File: src/rtl/storage_copy_pkg.sv
// rtl/storage_copy_pkg.sv - shared states and constants for the Wishbone block-copy initiator
package storage_copy_pkg;

  typedef enum logic [2:0] {
    IDLE  = 3'd0,
    RD    = 3'd1,
    GAP_R = 3'd2,
    WR    = 3'd3,
    GAP_W = 3'd4
  } state_e;

  localparam logic [31:0] WORD_BYTES = 32'd4;
  localparam logic [3:0]  SEL_ALL    = 4'hF;

endpackage

File: src/rtl/storage_copy_timer.sv
// rtl/storage_copy_timer.sv - ack watchdog: counts consecutive unacked strobe cycles
module storage_copy_timer #(
  parameter int unsigned TIMEOUT_CYCLES = 255
) (
  input  logic clk_i,
  input  logic rstn_i,
  input  logic clr_i,
  input  logic en_i,
  output logic expired_o
);

  localparam int unsigned CNT_W = $clog2(TIMEOUT_CYCLES + 1);

  logic [CNT_W-1:0] cnt_q, cnt_d;

  // expired means the current cycle is the TIMEOUT_CYCLES-th strobe cycle without ack
  assign expired_o = en_i && !clr_i && (cnt_q == CNT_W'(TIMEOUT_CYCLES - 1));

  // count while strobing without ack; any ack or gap restarts from zero
  always_comb begin
    cnt_d = cnt_q;
    if (clr_i || !en_i) begin
      cnt_d = '0;
    end else if (!expired_o) begin
      cnt_d = cnt_q + CNT_W'(1);
    end
  end

  // counter register with synchronous active-low reset
  always_ff @(posedge clk_i) begin
    if (!rstn_i) begin
      cnt_q <= '0;
    end else begin
      cnt_q <= cnt_d;
    end
  end

endmodule

File: src/rtl/storage_copy_wb.sv
// rtl/storage_copy_wb.sv - Wishbone word-by-word block copier; optional ack watchdog via STORAGE_COPY_TIMEOUT_EN
module storage_copy_wb
  import storage_copy_pkg::*;
#(
  parameter int unsigned LEN_W          = 9,
  parameter int unsigned TIMEOUT_CYCLES = 255
) (
  input  logic             wb_clk_i,
  input  logic             wb_rst_i,
  input  logic             start_i,
  input  logic [31:0]      src_adr_i,
  input  logic [31:0]      dst_adr_i,
  input  logic [LEN_W-1:0] len_i,
  output logic             busy_o,
  output logic             done_o,
  output logic             err_o,
  output logic             wbm_cyc_o,
  output logic             wbm_stb_o,
  output logic             wbm_we_o,
  output logic [3:0]       wbm_sel_o,
  output logic [31:0]      wbm_adr_o,
  output logic [31:0]      wbm_dat_o,
  input  logic [31:0]      wbm_dat_i,
  input  logic             wbm_ack_i
);

  state_e           state_q, state_d;
  logic [31:0]      src_q, src_d;
  logic [31:0]      dst_q, dst_d;
  logic [31:0]      data_q, data_d;
  logic [LEN_W-1:0] rem_q, rem_d;
  logic             done_q, done_d;
  logic             err_q, err_d;
  logic             strobe;
  logic             timeout_hit;

  // Outputs decode straight from registered state so they hold steady while waiting for ack
  assign strobe    = (state_q == RD) || (state_q == WR);
  assign wbm_cyc_o = strobe;
  assign wbm_stb_o = strobe;
  assign wbm_we_o  = (state_q == WR);
  assign wbm_sel_o = strobe ? SEL_ALL : 4'h0;
  assign wbm_adr_o = (state_q == WR) ? dst_q : src_q;
  assign wbm_dat_o = data_q;
  assign busy_o    = (state_q != IDLE);
  assign done_o    = done_q;
  assign err_o     = err_q;

`ifdef STORAGE_COPY_TIMEOUT_EN
  storage_copy_timer #(
    .TIMEOUT_CYCLES(TIMEOUT_CYCLES)
  ) u_timer (
    .clk_i    (wb_clk_i),
    .rstn_i   (wb_rst_i),
    .clr_i    (wbm_ack_i),
    .en_i     (strobe),
    .expired_o(timeout_hit)
  );
`else
  logic timeout_unused;
  assign timeout_unused = (TIMEOUT_CYCLES == 0);
  assign timeout_hit    = 1'b0;
`endif

  // next-state: read a word, idle one cycle, write it, idle one cycle, repeat
  always_comb begin
    state_d = state_q;
    src_d   = src_q;
    dst_d   = dst_q;
    data_d  = data_q;
    rem_d   = rem_q;
    done_d  = 1'b0;
    err_d   = err_q;
    case (state_q)
      IDLE: begin
        if (start_i) begin
          if (len_i != '0) begin
            src_d   = src_adr_i;
            dst_d   = dst_adr_i;
            rem_d   = len_i;
            err_d   = 1'b0;
            state_d = RD;
          end else begin
            done_d = 1'b1;
          end
        end
      end
      RD: begin
        if (wbm_ack_i) begin
          data_d  = wbm_dat_i;
          state_d = GAP_R;
        end else if (timeout_hit) begin
          err_d   = 1'b1;
          done_d  = 1'b1;
          state_d = IDLE;
        end
      end
      GAP_R: begin
        state_d = WR;
      end
      WR: begin
        if (wbm_ack_i) begin
          rem_d = rem_q - LEN_W'(1);
          src_d = src_q + WORD_BYTES;
          dst_d = dst_q + WORD_BYTES;
          if (rem_q == LEN_W'(1)) begin
            done_d  = 1'b1;
            state_d = IDLE;
          end else begin
            state_d = GAP_W;
          end
        end else if (timeout_hit) begin
          err_d   = 1'b1;
          done_d  = 1'b1;
          state_d = IDLE;
        end
      end
      GAP_W: begin
        state_d = RD;
      end
      default: begin
        state_d = IDLE;
      end
    endcase
  end

  // state and datapath registers with synchronous active-low reset
  always_ff @(posedge wb_clk_i) begin
    if (!wb_rst_i) begin
      state_q <= IDLE;
      src_q   <= '0;
      dst_q   <= '0;
      data_q  <= '0;
      rem_q   <= '0;
      done_q  <= 1'b0;
      err_q   <= 1'b0;
    end else begin
      state_q <= state_d;
      src_q   <= src_d;
      dst_q   <= dst_d;
      data_q  <= data_d;
      rem_q   <= rem_d;
      done_q  <= done_d;
      err_q   <= err_d;
    end
  end

endmodule

File: config.mk
export PLATFORM = sky130hd
export DESIGN_NAME = storage_copy_wb
export DESIGN_NICKNAME = d
export VERILOG_FILES = /design/src/rtl/storage_copy_pkg.sv /design/src/rtl/storage_copy_timer.sv /design/src/rtl/storage_copy_wb.sv
export SDC_FILE = /design/constraint.sdc
export NUM_CORES = 1
export LEC_CHECK = 0
export ABC_AREA = 1
export BUFFER_PORTS_ARGS = -buffer_cell sky130_fd_sc_hd__clkbuf_2
export CAP_MARGIN = 20
export CORE_ASPECT_RATIO = 0.8
export CORE_MARGIN = 1.5
export CORE_UTILIZATION = 54
export DETAILED_ROUTE_END_ITERATION = 16
export PLACE_DENSITY = 0.82
export SETUP_SLACK_MARGIN = 0.2
export SLEW_MARGIN = 0
export SYNTH_ARGS = -nofsm -noshare
export SYNTH_HDL_FRONTEND = slang
export SYNTH_HIERARCHICAL = 1
export SYNTH_SLANG_ARGS = --single-unit
File: constraint.sdc
create_clock -name wb_clk_i -period 1.66 [get_ports wb_clk_i]
set_input_delay 0.249 -clock wb_clk_i [delete_from_list [all_inputs] [get_ports wb_clk_i]]
set_output_delay 0.249 -clock wb_clk_i [all_outputs]
set_load 0.02 [all_outputs]
==> results.md, run 1 <==
* Synth top area cells: dfxtp_1 32%, nand2_1 16%, nor2_1 14%
* Post-synth net total at 1254
* IO buf count at 181
* CTS H-Tree Depth at 3
* Top post-synthesis cells by count: 295 x nand2_1, 245 x nor2_1, 109 x dfxtp_1
* Chip Width at 128 um
* Worst_ep grt: wbm_adr_o[27]
* CTS Hold Bufs at 0
* Halt Stage: global routing (5_1_grt)
* Worst endpoint type: output port
* Async SR Flop Fraction at 0
* Clk root buf: clkbuf_16
* Error: [ERROR GRT-0232] Routing congestion too high. Check the congestion heatmap in the GUI.
* Dpl hpwl at 16.1 mm
* Outcome: aborted with a tool error
* Initial core utilization at 0.557
* Post-synth cell types at 41
* Die Y at 103 um
* FF+latch count, synth at 109
* GRT Total Usage at 0.928
* Top-count cell post-synth: nand2_1
* Grt total ovfl at 843
* Routability cong. at 0.968
* Yosys top cell area share at 0.321
* Largest net degree at the start of global routing at 63
* Cells after synthesis at 1141
* Area of the mapped netlist at 0.00679 sq mm
* Seq/Total Area, Yosys at 0.321
* Yosys warns at 6
* Total CTS buffers at 9
* Syn avg cell area at 5.95 sq um
* Clk sinks at 109
* Post-synth EDFFs at 0
* Post-synth top flop: dfxtp_1
* Yosys top cell by area: dfxtp_1
* Max Buffers Root-to-Sink at 2
* IO Pins at 183
* Cell row count at 36
## per-layer routing
layer  GRT usage  GRT overflow
met4        1.13           228
met3       0.672             7
met2        1.22           597
met5       0.327             1
met1       0.837            10
## through the flow
step / cell area (sq um) / instances / TNS, ns / worst slack, ns / util
after CTS: 10400 / 1571 / -7.86 / -0.253 / 0.855
after detailed placement: 8410 / 1499 / -0.00967 / -0.00878 / 0.689
after global placement: 8410 / 1499 / 0 / 0.0307 / 0.689
after floorplan: 7080 / 1141 / 0 / 0.190 / -
## cells by family after synthesis
group / count (synthesis) / synth area share
AO/OA/AOI/OAI: 209 / 0.159
multiplexers: 3 / 0.00442
AND/OR/NAND/NOR: 670 / 0.403
buffers and inverters: 138 / 0.0948
XOR/XNOR: 7 / 0.00902
flip-flops: 109 / 0.321
adder cells (fa/ha/maj): 4 / 0.00737
other: 1 / 0.000552
## what timing repair did
action | in CTS
endpoints found under the setup margin | 103
buffers inserted | 38
gates resized for setup | 282
cloned | 18
pin swaps | 40
==> run 2, diff against run 1 <==
--- a/config.mk
+++ b/config.mk
@@ -8,12 +8,10 @@
 export ABC_AREA = 1
 export BUFFER_PORTS_ARGS = -buffer_cell sky130_fd_sc_hd__clkbuf_2
 export CAP_MARGIN = 20
-export CORE_ASPECT_RATIO = 0.8
 export CORE_MARGIN = 1.5
-export CORE_UTILIZATION = 54
+export CORE_UTILIZATION = 40
 export DETAILED_ROUTE_END_ITERATION = 16
-export PLACE_DENSITY = 0.82
-export SETUP_SLACK_MARGIN = 0.2
+export PLACE_DENSITY_LB_ADDON = 0.15
 export SLEW_MARGIN = 0
 export SYNTH_ARGS = -nofsm -noshare
 export SYNTH_HDL_FRONTEND = slang
==> results.md, run 2 <==
* Vias/cell at 5.16
* Number of diodes at 0
* Sum Neg Setup Slack at -10.39 ns
* CP Buf/Inv Count at 3
* Clk root buf: clkbuf_16
* Die Y at 133 um (+29%)
* Final worst slack at -0.332 ns
* Post-synth top flop: dfxtp_1
* Crit path max-delay family: simple AND/OR/NAND/NOR gates
* Area of the mapped netlist at 0.00679 sq mm (unchanged)
* Drt drc at 0
* Outcome: finished with violations
* Finished Cell Area at 0.0102 sq mm
* Reg clk slew, reported paths at 0.09 ns
* Final hold vios at 0
* Yosys warns at 6 (unchanged)
* Failing checks: negative setup slack
* Synth top area cells: dfxtp_1 32%, nand2_1 16%, nor2_1 14%
* Worst-path cell chain: nand2_2 -> nor2_4 -> clkinv_4 -> buf_12 -> or2_1 -> o21a_1 -> clkbuf_8
* Layout fillers at 1545
* Initial antenna violation count at 0
* Power per cell area at 842 mW/mm^2
* VDD IR-drop max at 0.000552 V
* Tcrit/Tclk final at 1.20
* Slowest Stage Delay on Critical Path at 0.35 ns
* Number of global-route vias before repair at 7467
* Synth-to-Final Area Change at 50.5%
* Multi-input gate area at 0.00462 sq mm
* CP Data Arrival Time at 1.74 ns
* Crit path capture type: primary output
* Post-route ant nets at 0
* WS Path Type: flop to primary output
* Fmax at 502 MHz
* Top post-synthesis cells by count: 295 x nand2_1, 245 x nor2_1, 109 x dfxtp_1
* Seq/Total Area, Yosys at 0.321 (unchanged)
* Die area at 0.0178 sq mm
* Final setup viols at 70
* Leakage power at 0.00444 uW
* Via count at 8341
* Fin. max-slew vios at 0
* RSZ-0062 raised after global routing: yes
* FF+latch count, synth at 109 (unchanged)
* Largest net degree at the start of global routing at 52
* Final Skew at 0.0105 ns
* Top-count cell post-synth: nand2_1
* Commonest non-fill, non-tap cell in the layout: nand2_1
* CTS H-Tree Depth at 3 (unchanged)
* Clk sinks at 109 (unchanged)
* CTS tree: yes
* Placed Area at 0.00827 sq mm (-1.7%)
* Total wire length at 24.9 mm
* Hold WC Path Type: input port to flop
* GRT Total Usage at 0.258
* Yosys top cell area share at 0.321 (unchanged)
* Cell row count at 47 (+31%)
* FF/Latch Area at 0.00219 sq mm
* Wire per inst at 15.4 um
* Post-synth net total at 1254 (unchanged)
* CTS Hold Bufs at 0 (unchanged)
* Dpl hpwl at 16.5 mm (+2.1%)
* Max Buffers Root-to-Sink at 2 (unchanged)
* Tmin final at 1.99 ns
* Clk_lat worst skew at 0.37 ns
* Iteration-0 DRC Markers at 704
* Chip Width at 133 um (+3.8%)
* Post-synth cell types at 41 (unchanged)
* Share of layout cells above drive strength 1 at 0.336
* Cells after synthesis at 1141 (unchanged)
* Startpoint types: flop
* Slowest cell on crit path: dfxtp_2
* First-pass GRT wire length at 36.9 mm
* Initial core utilization at 0.410 (-0.147)
* Total CTS buffers at 9 (unchanged)
* Core ar. at 0.0166 sq mm
* IO buf count at 181 (unchanged)
* Syn avg cell area at 5.95 sq um (unchanged)
* Max-Cap Viols at 0
* IO Pins at 183 (unchanged)
* Routability cong. at 0.893 (-7.8%)
* Grt total ovfl at 0
* 1st-pass router iterations at 5
* Commonest cells after routing, fill and taps aside: 271 x nand2_1, 211 x nor2_1, 151 x clkbuf_2, 102 x dfxtp_1
* Async SR Flop Fraction at 0 (unchanged)
* Crit path max fanout at 11
* Post-synth EDFFs at 0 (unchanged)
* Nets@finish at 1505
* CP Data Required Time at 1.41 ns
* Yosys top cell by area: dfxtp_1
## run 2: cell counts after synthesis
No cell type changed its count.
## run 2: path summary, 6_finish.rpt
| path | startpoint | end | slack [ns] | depth (start not counted) |
|---|---|---|---|---|
| worst max-delay path | state_q[0] | wbm_adr_o[12] | -0.33 | 7 |
| worst min-delay path | wbm_dat_i[3] | wbm_dat_o[3] | 0.12 | 3 |
| worst max register to register | state_q[0] | src_q[19] | -0.13 | 13 |
| worst min register to register | src_q[31] | src_q[31] | 0.48 | 2 |
## run 2: metal layers
metal | track usage | wire (um) | vias up
met5 | 0 | 0 | -
met4 | 0.0658 | 477 | 0
met3 | 0.0521 | 1860 | 41
met2 | 0.432 | 11700 | 326
met1 | 0.340 | 10900 | 3801
li1 | - | - | 4173
## run 2: final cells by class
class                      instances  area share
clock inverter                     7     0.00820
sequential                       109       0.214
timing repair buffer             303       0.248
clock buffer                       9      0.0220
multi-input combinational        894       0.451
tap                              220      0.0269
inverter                          75      0.0286
## run 2: power breakdown
group | leakage (uW) | internal (uW) | switching (uW)
clock | 0.000152 | 1090 | 1220
sequential | 0.000900 | 2940 | 310
combinational | 0.00338 | 1350 | 1710
## run 2: worst register-to-register path, delay by kind of cell (launching register included)
| kind | cells | cell delay [ns] |
|---|---|---|
| compound gates | 1 | 0.06 |
| buf+inv | 8 | 0.89 |
| flops | 1 | 0.35 |
| simple gates | 4 | 0.37 |
## run 2: timing repair
item	CTS	global route
setup endpoints to repair	35	116
gates resized for setup	112	197
pin swaps	2	45
buffers inserted	21	24
cloned	4	9
## run 2: kinds of logic (layout without fill, tap and decap cells)
kind of cell,count (synthesis),in the layout,synth area share
other cells,1,1,0.000552
flops,109,109,0.321
fa+ha+maj,4,4,0.00737
mux,3,3,0.00442
xor+xnor,7,7,0.00902
buf+inv,138,394,0.0948
simple gates,670,670,0.403
compound gates,209,209,0.159
## run 2: through the flow
step / utilization / hold slack [ns] / std cells / total power (uW) / setup WS, ns
2_1_floorplan: - / 0.395 / 1141 / 4760 / -0.0939
3_3_place_gp: 0.499 / 0.452 / 1548 / 5590 / 0.0171
3_5_place_dp: 0.499 / 0.457 / 1548 / 5610 / 0.000758
4_1_cts: 0.561 / 0.113 / 1589 / 8180 / -0.321
5_1_grt: 0.617 / 0.119 / 1617 / 9040 / -0.389
6_report: 0.617 / 0.116 / 1617 / 8610 / -0.332
Note: power is estimated with default switching activity, not from simulation.
